**src/rtl/cfg_pkg.sv**
```systemverilog
// -----------------------------------------------------------------------------
// cfg_pkg
//   Shared definitions for the configuration shadow bank:
//     DEFAULT_BASE - base of the per-register reset value
//     cfg_state_e  - commit sequencer states (IDLE, COMMIT)
//     default_val  - reset value of register i, truncated to w bits
// -----------------------------------------------------------------------------
package cfg_pkg;

  localparam int DEFAULT_BASE = 5;

  typedef enum logic {
    IDLE   = 1'b0,
    COMMIT = 1'b1
  } cfg_state_e;

  // Reset value of register i: (DEFAULT_BASE + i) kept to the low w bits.
  function automatic int default_val(int i, int w);
    int mask;
    mask = (w >= 31) ? 32'h7fff_ffff : ((1 << w) - 1);
    return (DEFAULT_BASE + i) & mask;
  endfunction

endpackage

```
**src/rtl/cfg_shadow_bank.sv**
```systemverilog
// -----------------------------------------------------------------------------
// cfg_shadow_bank
//   Run-time configuration register bank with a shadow/active split.
//   Writes land in the shadow set; a commit copies shadow into the active set
//   one register per cycle; the active set is exported as a flat vector.
//
// Parameters
//   DATA_W   width of each register
//   NUM_REGS number of registers (>= 2)
//   ADDR_W   address width, derived from NUM_REGS (do not override)
//
// Ports
//   clk, rst                   clock, synchronous active-high reset
//   wr_valid/wr_ready          write handshake (ready only while idle)
//   wr_addr, wr_data           write index and data
//   wr_err                     one-cycle pulse: previous accepted write rejected
//   rd_valid, rd_addr          read request (always accepted)
//   rd_resp_valid, rd_data     registered read response (shadow value)
//   rd_err                     read address was out of range
//   commit                     start copying shadow -> active
//   busy                       commit sequence in progress
//   commit_done                one-cycle pulse after the last register copied
//   active_q                   active set, reg i at [i*DATA_W +: DATA_W]
//
// Optional feature (macro CFG_SHADOW_LOCK_EN)
//   lock_set                   in IDLE, locks every register whose shadow
//                              differs from its active value
//   lock_q                     per-register lock flags, cleared only by reset
//   Writes to a locked register are rejected with wr_err.
// -----------------------------------------------------------------------------
module cfg_shadow_bank
  import cfg_pkg::default_val, cfg_pkg::cfg_state_e, cfg_pkg::IDLE, cfg_pkg::COMMIT;
#(
  parameter int DATA_W   = 4,
  parameter int NUM_REGS = 4,
  parameter int ADDR_W   = $clog2(NUM_REGS)
) (
  input  logic                         clk,
  input  logic                         rst,
  input  logic                         wr_valid,
  output logic                         wr_ready,
  input  logic [ADDR_W-1:0]            wr_addr,
  input  logic [DATA_W-1:0]            wr_data,
  output logic                         wr_err,
  input  logic                         rd_valid,
  input  logic [ADDR_W-1:0]            rd_addr,
  output logic                         rd_resp_valid,
  output logic [DATA_W-1:0]            rd_data,
  output logic                         rd_err,
  input  logic                         commit,
  output logic                         busy,
  output logic                         commit_done,
  output logic [NUM_REGS*DATA_W-1:0]   active_q
`ifdef CFG_SHADOW_LOCK_EN
  ,
  input  logic                         lock_set,
  output logic [NUM_REGS-1:0]          lock_q
`endif
);

  // One extra bit so that NUM_REGS itself is representable for range checks.
  localparam logic [ADDR_W:0] NUM_REGS_W = (ADDR_W + 1)'(NUM_REGS);
  localparam logic [ADDR_W:0] LAST_IDX   = (ADDR_W + 1)'(NUM_REGS - 1);

  cfg_state_e          r_state;
  logic [ADDR_W:0]     r_idx;
  logic [DATA_W-1:0]   r_shadow [NUM_REGS];
  logic [DATA_W-1:0]   r_active [NUM_REGS];
  logic                r_wr_err;
  logic                r_rd_resp_valid;
  logic                r_rd_err;
  logic [DATA_W-1:0]   r_rd_data;
  logic                r_commit_done;

  logic                w_wr_fire;
  logic                w_wr_in_range;
  logic                w_wr_locked;
  logic                w_wr_reject;
  logic                w_rd_in_range;
  logic [DATA_W-1:0]   w_rd_shadow;

  assign w_wr_fire     = wr_valid && (r_state == IDLE);
  assign w_wr_in_range = ({1'b0, wr_addr} < NUM_REGS_W);
  assign w_rd_in_range = ({1'b0, rd_addr} < NUM_REGS_W);
  assign w_wr_reject   = !w_wr_in_range || w_wr_locked;

  // Read mux over the shadow set; an out-of-range address matches nothing
  // and therefore returns zero.
  // NOTE: every always_comb output gets a default first so no path can
  // leave it unassigned and infer a latch.
  always_comb begin
    w_rd_shadow = '0;
    for (int i = 0; i < NUM_REGS; i++) begin
      if (rd_addr == ADDR_W'(i)) begin
        w_rd_shadow = r_shadow[i];
      end
    end
  end

  // NOTE: all state is updated with non-blocking assignments so every
  // register samples pre-edge values; this is what makes a same-cycle
  // read return the old shadow value and a same-cycle commit see the new one.
  always_ff @(posedge clk) begin
    if (rst) begin
      r_state         <= IDLE;
      r_idx           <= '0;
      r_wr_err        <= 1'b0;
      r_rd_resp_valid <= 1'b0;
      r_rd_err        <= 1'b0;
      r_rd_data       <= '0;
      r_commit_done   <= 1'b0;
      // NOTE: the register arrays are reset element by element because each
      // entry has a defined default that downstream logic depends on; plain
      // storage arrays without a required value would be left unreset.
      for (int i = 0; i < NUM_REGS; i++) begin
        r_shadow[i] <= DATA_W'(default_val(i, DATA_W));
        r_active[i] <= DATA_W'(default_val(i, DATA_W));
      end
    end else begin
      r_wr_err        <= w_wr_fire && w_wr_reject;
      r_rd_resp_valid <= rd_valid;
      r_rd_err        <= rd_valid && !w_rd_in_range;
      r_commit_done   <= 1'b0;

      if (rd_valid) begin
        r_rd_data <= w_rd_shadow;
      end

      if (w_wr_fire && !w_wr_reject) begin
        for (int i = 0; i < NUM_REGS; i++) begin
          if (wr_addr == ADDR_W'(i)) begin
            r_shadow[i] <= wr_data;
          end
        end
      end

      case (r_state)
        IDLE: begin
          if (commit) begin
            r_state <= COMMIT;
            r_idx   <= '0;
          end
        end
        COMMIT: begin
          for (int i = 0; i < NUM_REGS; i++) begin
            if (r_idx == (ADDR_W + 1)'(i)) begin
              r_active[i] <= r_shadow[i];
            end
          end
          if (r_idx == LAST_IDX) begin
            r_state       <= IDLE;
            r_commit_done <= 1'b1;
          end else begin
            r_idx <= r_idx + 1'b1;
          end
        end
        default: r_state <= IDLE;
      endcase
    end
  end

`ifdef CFG_SHADOW_LOCK_EN
  logic [NUM_REGS-1:0] r_lock;

  always_comb begin
    w_wr_locked = 1'b0;
    for (int i = 0; i < NUM_REGS; i++) begin
      if (wr_addr == ADDR_W'(i)) begin
        w_wr_locked = r_lock[i];
      end
    end
  end

  // Locks are sticky: only reset clears them; commit does not.
  always_ff @(posedge clk) begin
    if (rst) begin
      r_lock <= '0;
    end else if (lock_set && (r_state == IDLE)) begin
      for (int i = 0; i < NUM_REGS; i++) begin
        if (r_shadow[i] != r_active[i]) begin
          r_lock[i] <= 1'b1;
        end
      end
    end
  end

  assign lock_q = r_lock;
`else
  assign w_wr_locked = 1'b0;
`endif

  assign wr_ready      = (r_state == IDLE);
  assign busy          = (r_state == COMMIT);
  assign wr_err        = r_wr_err;
  assign rd_resp_valid = r_rd_resp_valid;
  assign rd_data       = r_rd_data;
  assign rd_err        = r_rd_err;
  assign commit_done   = r_commit_done;

  for (genvar g = 0; g < NUM_REGS; g++) begin : g_active
    assign active_q[g*DATA_W +: DATA_W] = r_active[g];
  end

endmodule

```
**config.mk**
```make
export PLATFORM = sky130hd
export DESIGN_NAME = cfg_shadow_bank
export DESIGN_NICKNAME = d
export VERILOG_FILES = /design/src/rtl/cfg_pkg.sv /design/src/rtl/cfg_shadow_bank.sv
export SDC_FILE = /design/constraint.sdc
export NUM_CORES = 1
export LEC_CHECK = 0
export BUFFER_PORTS_ARGS = -buffer_cell sky130_fd_sc_hd__clkbuf_2
export CAP_MARGIN = 0
export CORE_MARGIN = 4
export CORE_UTILIZATION = 48
export DETAILED_ROUTE_END_ITERATION = 8
export GPL_TIMING_DRIVEN = 0
export PLACE_DENSITY = 0.74
export SLEW_MARGIN = 15
export SYNTH_ARGS = -nofsm -noshare
export SYNTH_HDL_FRONTEND = slang
export SYNTH_SLANG_ARGS = --single-unit
```
**constraint.sdc**
```tcl
create_clock -name clk -period 1.43 [get_ports clk]
set_clock_uncertainty 0.15 [all_clocks]
set_input_delay 0.0715 -clock clk [delete_from_list [all_inputs] [get_ports clk]]
set_output_delay 0.0715 -clock clk [all_outputs]
set_load 0.02 [all_outputs]
```
; ---- Yosys cells after proc, flatten, opt, wreduce, memory -nomap -nowiden
; Memory sizes are Yosys's and may differ from the RTL's.
; Index checks and enable logic that the tools add are counted.
[word_totals]
in_bits = 13
mem_count = 2
ram_bits = 32
regBits = 10
output_inout_bits = 26
[op_classes]
n_reduce_logical = 5
n_mux = 52
eq_ne = 11
n_bitwise = 9
addsub = 1
[memory_table]
columns = memory, words, width, rd, rd_clocked_by_memory_dff, write_ports, line_no
row1 = r_active, 4, 4, 4, 0, 4, cfg_shadow_bank.sv:68  ; logic [DATA_W-1:0] r_active [NUM_REGS];
row2 = r_shadow, 4, 4, 4, 0, 4, cfg_shadow_bank.sv:67  ; logic [DATA_W-1:0] r_shadow [NUM_REGS];
[ops]
columns = cell, n
row1 = $mux W4, 12
row2 = $mux W1, 36
row3 = $eq A2 B2 Y1 const B, 4
row4 = $or A1 B1 Y1, 8
row5 = $eq A3 B2 Y1 const B, 2
row6 = $mux W3, 2
row7 = $pmux W3 S2, 1
row8 = $eq A2 B1 Y1 const B, 2
row9 = $logic_not A2 Y1, 2
row10 = $add A3 B1 Y3 const B, 1
row11 = $eq A3 B1 Y1 const B, 1
row12 = $logic_not A3 Y1, 1
row13 = $ne A2 B1 Y1 const B, 1
row14 = $ne A2 B2 Y1 const B, 1
row15 = $pmux W1 S2, 1
row16 = $reduce_and A2 Y1, 1
row17 = $logic_and A1 B1 Y1, 1
row18 = $not A1 Y1, 1

; ---- Longest topological paths before layout
; Gate-level depths: netlist (run 1).
[logic_depth]
ltp_word = 6
depth_mapped = 5

; ---- Worst setup path before layout (run 1)
; Ideal clock, no wire load.
[synth_path]
path_kind = register to register
from = register r_state, in the netlist busy
to = memory r_active[0][0], data pin
path_buffers = 0
setup_time_ns = 0.258
slack_ns = -0.308
synth_period_minus_slack_ns = 1.738
stages_incl_launch_ff = 4
arrival_time_ns = 1.330
path_cell_list = dfxtp_1 inv_1 nor4b_1 or2b_1
[synth_rtl]
columns = element, line_no
row1 = start: declaration, cfg_shadow_bank.sv:65  ; cfg_state_e r_state;
row2 = start signal: assignment, cfg_shadow_bank.sv:105  ; r_state <= IDLE;
row3 = start signal: assignment, cfg_shadow_bank.sv:140  ; r_state <= COMMIT;
row4 = start signal: assignment, cfg_shadow_bank.sv:151  ; r_state <= IDLE;
row5 = end: declaration, cfg_shadow_bank.sv:68

==> run metrics, run 1 <==
Starting Density 50.20%; die width 70.11 um; setup total negative slack -0.4737 ns; number of CTS-inserted buffers 5; # H-tree levels 2; number of synthesized register bits 42; RSZ-0062 raised after global routing true; number of global-route vias before repair 1,305; antenna violations before repair 0; PnR worst setup slack -0.06058 ns; die area 4915 um^2; ANT cells 0; Detail Placement HPWL 2648 um; drt pass-1 iters 4; sequential fraction of the synthesis area 62.70%; yosys warns 0; Leakage 0.8995 nW; Top Ports 39; CP Cell Sequence or3b_4, or3_1; Worst path top cell family by delay simple AND/OR/NAND/NOR gates; startpoint types register; largest net degree at the start of global routing 15; Synth Instances 137; std cell rows 22; most frequent cells in the layout clkbuf_2 (34), edfxtp_1 (32), and2_1 (15), nand2b_1 (9); Worst-Margin Slew 0.5245 ns; critical setup path kind register to register; CTS clk-pin slew, worst paths 0.08 ns; crit path DAT 1.38 ns; placer congestion estimate 0.8530; Final Core Density 67.44%; crit-path max cell delay 0.39 ns; MaxCap Viol Count 0; via count 1,255; CTS root buf clkbuf_8; max_slew headroom 65.03%; CP Max Fanout 5; Mapped Avg Cell Area 13.52 um^2; run status complete, but fails checks; Area growth, synth to finish 34.32%; Worst-Skew Late Latency 0.29 ns; top post-synthesis cells by area edfxtp_1 (52%), dfxtp_1 (11%), and2_1 (5.1%), mux4_2 (4.9%), ha_1 (3.4%); Yosys top cell area share 51.89%; CP Capture Type register; Finished Cell Area 2487 um^2; clk sinks 42; CTS tree built; Hold Fails Final Rpt 0; die height 70.11 um; mapped cell area 1852 um^2; Min Clock Period, post-route 1.491 ns; worst path bufs/invs 0; Placement Cell Area 2155 um^2; core area 3689 um^2; Vias/cell 5.229; Worst EP required 1.32 ns; final net count 209; Detailed Route Iter0 Violations 70; HP Class input port to register; commonest non-fill, non-tap cell in the layout clkbuf_2; drt total wl 3667 um; Setup violations, final 14; violated checks negative setup slack; final count of pins violating max slew 0; Max Freq 0.6709 GHz; area leader, netlist edfxtp_1; WL/cell 15.28 um; Post-route DRC 0; first-pass GRT wire length 6023 um; layout cell share with drive strength beyond 1 43.75%; VDD IR-drop max 0.7209 mV; I/O Buffers 34; total gr overflow 0; All-Layer GR Usage 16.11%; DRT antenna net count 0; final period utilization 104.2%; Pwr Density 1049 nW/um^2; Slowest-stage cell, CP or3b_4; synth unique cells 28; CTS max path bufs 2
per-stage QoR:
step	total power [mW]	std cells	setup slack, ns	hold WS, ns
finish	2.609	240	-0.06058	0.05406
global route	2.710	240	-0.08276	0.06325
CTS	2.605	237	-0.07777	0.04106
detailed placement	1.667	220	-0.1972	0.2363
global placement	1.657	220	-0.1461	0.2352
floorplan	1.579	138	-0.03841	0.09335
flip-flops by register name, summed over array words and instances, names as in the netlist:
| register | count |
|---|---|
| r_idx | 3 |
| commit_done | 1 |
| r_active | 16 |
| r_shadow | 16 |
| rd_resp_valid | 1 |
| rd_data | 4 |
| busy | 1 |
Yosys cell counts:
master    instances
a21o_1            2
a21oi_1           3
a31o_2            4
a31oi_1           1
a41o_1            1
and2_1           15
buf_2             2
buf_4             2
clkbuf_1          3
conb_1            1
dfxtp_1          10
edfxtp_1         32
ha_1              5
inv_1             4
mux2i_1           4
mux4_2            4
nand2_1           1
nand2b_1         10
nand3_1           3
nand3b_1          1
nor2_1            8
nor2b_1           2
nor3b_1           3
nor4_1            2
nor4b_1           2
or2b_1            5
or3_1             6
or3b_1            1
power by group:
part / switching (mW) / total, mW / internal, mW
clock: 0.403 / 0.922 / 0.519
sequential: 0.0284 / 1.38 / 1.35
combinational: 0.174 / 0.308 / 0.133
total: 0.606 / 2.61 / 2.00
worst paths after layout:
check | cells after the start | endpoint | startpoint | slack (ns)
hold / removal | 3 | r_shadow[2][1] | wr_addr[0] | 0.05
setup reg to reg | 2 | r_shadow[1][1] | busy | -0.06
hold reg to reg | 2 | rd_data[3] | rd_data[3] | 0.38
setup / recovery | 2 | r_shadow[1][1] | busy | -0.06
tightest hold or removal path: cells and delay by family:
| kind | cells | cell delay, ns |
|---|---|---|
| AND/OR/NAND/NOR | 2 | 0.13 |
| buffers and inverters | 1 | 0.18 |
cell families (layout without fill, tap and decap cells):
family	count (synthesis)	after routing	share of synthesized area, %
multiplexers	8	8	7.027
flip-flops	42	42	62.70
buffers and inverters	11	65	2.770
adder cells (fa/ha/maj)	5	5	3.378
AO/OA/AOI/OAI	11	11	4.391
other	1	2	0.2025
AND/OR/NAND/NOR	59	59	19.53
metal layers:
| metal | vias up | global-route usage [%] | wire length [um] | share of wire [%] |
|---|---|---|---|---|
| li1 | 603 | - | - | - |
| met1 | 595 | 17.94 | 1442 | 39 |
| met2 | 46 | 26.97 | 1856 | 51 |
| met3 | 11 | 5.468 | 287 | 7.8 |
| met4 | 0 | 8.723 | 81 | 2.2 |
| met5 | - | 0 | 0 | 0 |
area by class of cell:
type | count | area, um^2
clock inverter | 3 | 45.04
timing repair buffer | 46 | 275.3
clock buffer | 5 | 68.82
tap | 48 | 60.06
inverter | 4 | 22.52
fill | 260 | 1201
multi-input combinational | 85 | 797.0
sequential | 42 | 1176
buffer | 7 | 42.54
what timing repair did:
| action | CTS | global route |
|---|---|---|
| hold endpoints to repair | 20 | 0 |
| setup buffers | 3 | 3 |
| pin swaps | 3 | 4 |
| endpoints found under the setup margin | 25 | 19 |
| hold buffers | 6 | 0 |
| gates resized for setup | 13 | 14 |
Note: power is estimated with default switching activity, not from simulation.
==> run 2, diff against run 1 <==
--- a/config.mk
+++ b/config.mk
@@ -8,7 +8,8 @@
 export BUFFER_PORTS_ARGS = -buffer_cell sky130_fd_sc_hd__clkbuf_2
 export CAP_MARGIN = 0
 export CORE_MARGIN = 4
-export CORE_UTILIZATION = 48
+export CORE_UTILIZATION = 50
+export CTS_BUF_LIST = sky130_fd_sc_hd__clkbuf_8 sky130_fd_sc_hd__clkbuf_16
 export DETAILED_ROUTE_END_ITERATION = 8
 export GPL_TIMING_DRIVEN = 0
 export PLACE_DENSITY = 0.74
==> constraint.sdc (replaced) <==
create_clock -name clk -period 1.7 [get_ports clk]
set_clock_uncertainty 0.15 [all_clocks]
set_input_delay 0.085 -clock clk [delete_from_list [all_inputs] [get_ports clk]]
set_output_delay 0.085 -clock clk [all_outputs]
set_load 0.02 [all_outputs]
==> run metrics, run 2 (synthesis results as in run 1) <==
WL/cell 15.47 um (+1.2%); setup total negative slack 0 ns (+0.4737 ns); MaxCap Viol Count 0 (unchanged); CP Cell Sequence dlygate4sd3_1, buf_4, or3b_4, or3_1; # H-tree levels 2 (unchanged); placer congestion estimate 0.7992 (-6.3%); drt pass-1 iters 4 (unchanged); commonest non-fill, non-tap cell in the layout clkbuf_2; final count of pins violating max slew 0 (unchanged); end point of the critical path r_shadow[1][1]; CTS clk-pin slew, worst paths 0.08 ns (about the same); clk sinks 42 (unchanged); crit path DAT 1.54 ns (+0.16 ns); Setup violations, final 0 (-14); CTS max path bufs 2 (unchanged); P_sw 521.3 uW (-14%); total gr overflow 0 (unchanged); ANT cells 0 (unchanged); Vias/cell 5.142 (-1.7%); Worst EP required 1.60 ns (+0.28 ns); die area 4741 um^2 (-3.5%); Fillers 267 (+2.7%); cell count of the worst reg-to-reg path 3 (+1); Cells after DPL 218 (-0.91%); std cell rows 21 (-4.5%); Worst R2R Setup Slack 0.08 ns (+0.14 ns); Leakage 0.8603 nW (-4.4%); worst path bufs/invs 2 (+2); Starting Density 53.80% (+3.6 points); HP Class input port to register; CTS tree built; Levels on crit path 4 (+2); CP Max Fanout 9 (+4); VDD IR-drop max 0.6140 mV (-15%); Hold Fails Final Rpt 0 (unchanged); Pwr Density 898.2 nW/um^2 (-14%); CP Capture Type register; core area 3442 um^2 (-6.7%); Slowest-stage cell, CP dlygate4sd3_1; Reg power frac 56.3% (+3.4 points); DRT antenna net count 0 (unchanged); RR Startpoint busy; Setup crit start rst; Setup Buffers After CTS 0 (-3); I/O Buffers 34 (unchanged); All-Layer GR Usage 17.02% (+0.91 points); total power 2.059 mW (-21%); final period utilization 96.79%; first-pass GRT wire length 5533 um (-8.1%); Post-route DRC 0 (unchanged); Switching Fraction 25.32% (+2.1 points); Detail Placement HPWL 2838 um (+7.2%); worst hold margin 0.005470 ns (-0.04859 ns); antenna violations before repair 0 (unchanged); Max Freq 0.6077 GHz; final net count 203 (-2.9%); die height 68.86 um (-1.8%); most frequent cells in the layout clkbuf_2 (34), edfxtp_1 (32), and2_1 (15), nand2b_1 (10), dfxtp_1 (9); fin cells 232 (-3.3%); R2R Path End r_shadow[0][0]; internal power 1.538 mW (-23%); die width 68.86 um (-1.8%); Detailed Route Iter0 Violations 75 (+7.1%); Worst-Skew Late Latency 0.31 ns (+0.02 ns); clock power share 32.6% (-2.7 points); number of global-route vias before repair 1,158 (-11%); largest net degree at the start of global routing 17 (+2); drt total wl 3588 um (-2.2%); combinational group share of total power 11.1% (-0.7 points); via count 1,193 (-4.9%); crit-path max cell delay 0.53 ns (+0.14 ns); Area growth, synth to finish 23.78%; Min Clock Period, post-route 1.645 ns; Worst path top cell family by delay simple AND/OR/NAND/NOR gates; critical setup path kind input port to register; layout cell share with drive strength beyond 1 32.80% (-11 points); CTS root buf clkbuf_8; startpoint types input port; run status finished clean; number of CTS-inserted buffers 5 (unchanged); Top Ports 39 (unchanged)
==> run 2: how the worst min path moves through the flow <==
| stage | cells after the start | endpoint | start |
|---|---|---|---|
| 5_1_grt | 2 | rd_resp_valid | rd_valid |
| 3_3_place_gp | 2 | r_shadow[3][3] | wr_data[3] |
| 2_1_floorplan | 1 | r_shadow[0][0] | wr_data[0] |
| 3_5_place_dp | 2 | r_shadow[3][3] | wr_data[3] |
| 6_report | 2 | rd_resp_valid | rd_valid |
| 4_1_cts | 2 | rd_resp_valid | rd_valid |
==> run 2: what timing repair did <==
| item | in CTS | in global routing |
|---|---|---|
| hold buffers | 6 | 0 |
| resized for setup | 4 | 8 |
| setup endpoints to repair | 8 | 17 |
| pin swaps | 0 | 0 |
| hold endpoints to repair | 19 | 0 |
==> run 2: cell type report <==
| cell class | count | area [um^2] | share of cell area, % |
|---|---|---|---|
| Buffer | 7 | 41.29 | 1.801 |
| Clock buffer | 5 | 68.82 | 3.002 |
| Clock inverter | 3 | 26.28 | 1.146 |
| Inverter | 4 | 15.01 | 0.6550 |
| Multi-Input combinational cell | 85 | 690.7 | 30.13 |
| Sequential cell | 42 | 1162 | 50.71 |
| Tap cell | 46 | 57.56 | 2.511 |
| Timing Repair Buffer | 40 | 230.2 | 10.04 |
==> run 2: power groups by stage <==
stage               Sequential, mW  Clock, mW  Combinational (mW)
floorplan                     1.20          0               0.110
global placement              1.18          0               0.199
detailed placement            1.18          0               0.205
CTS                           1.16      0.681               0.220
global route                  1.16      0.721               0.249
finish                        1.16      0.671               0.229
==> run 2: layer usage <==
layer | share of wire (%) | wire (um) | up-vias | GRT usage, %
li1 | - | - | 587 | -
met1 | 42 | 1509 | 573 | 19.30
met2 | 51 | 1836 | 28 | 30.12
met3 | 5.1 | 183 | 5 | 4.862
met4 | 1.6 | 59 | 0 | 6.569
met5 | 0 | 0 | - | 0
==> run 2: through the flow <==
step / area [um^2] / setup slack, ns / utilization, %
floorplan: 1856 / -0.03798 / -
global placement: 2083 / -0.09004 / 60.52
detailed placement: 2083 / -0.1499 / 60.52
CTS: 2262 / 0.02618 / 65.72
global route: 2292 / -0.01434 / 66.59
finish: 2292 / 0.05455 / 66.59
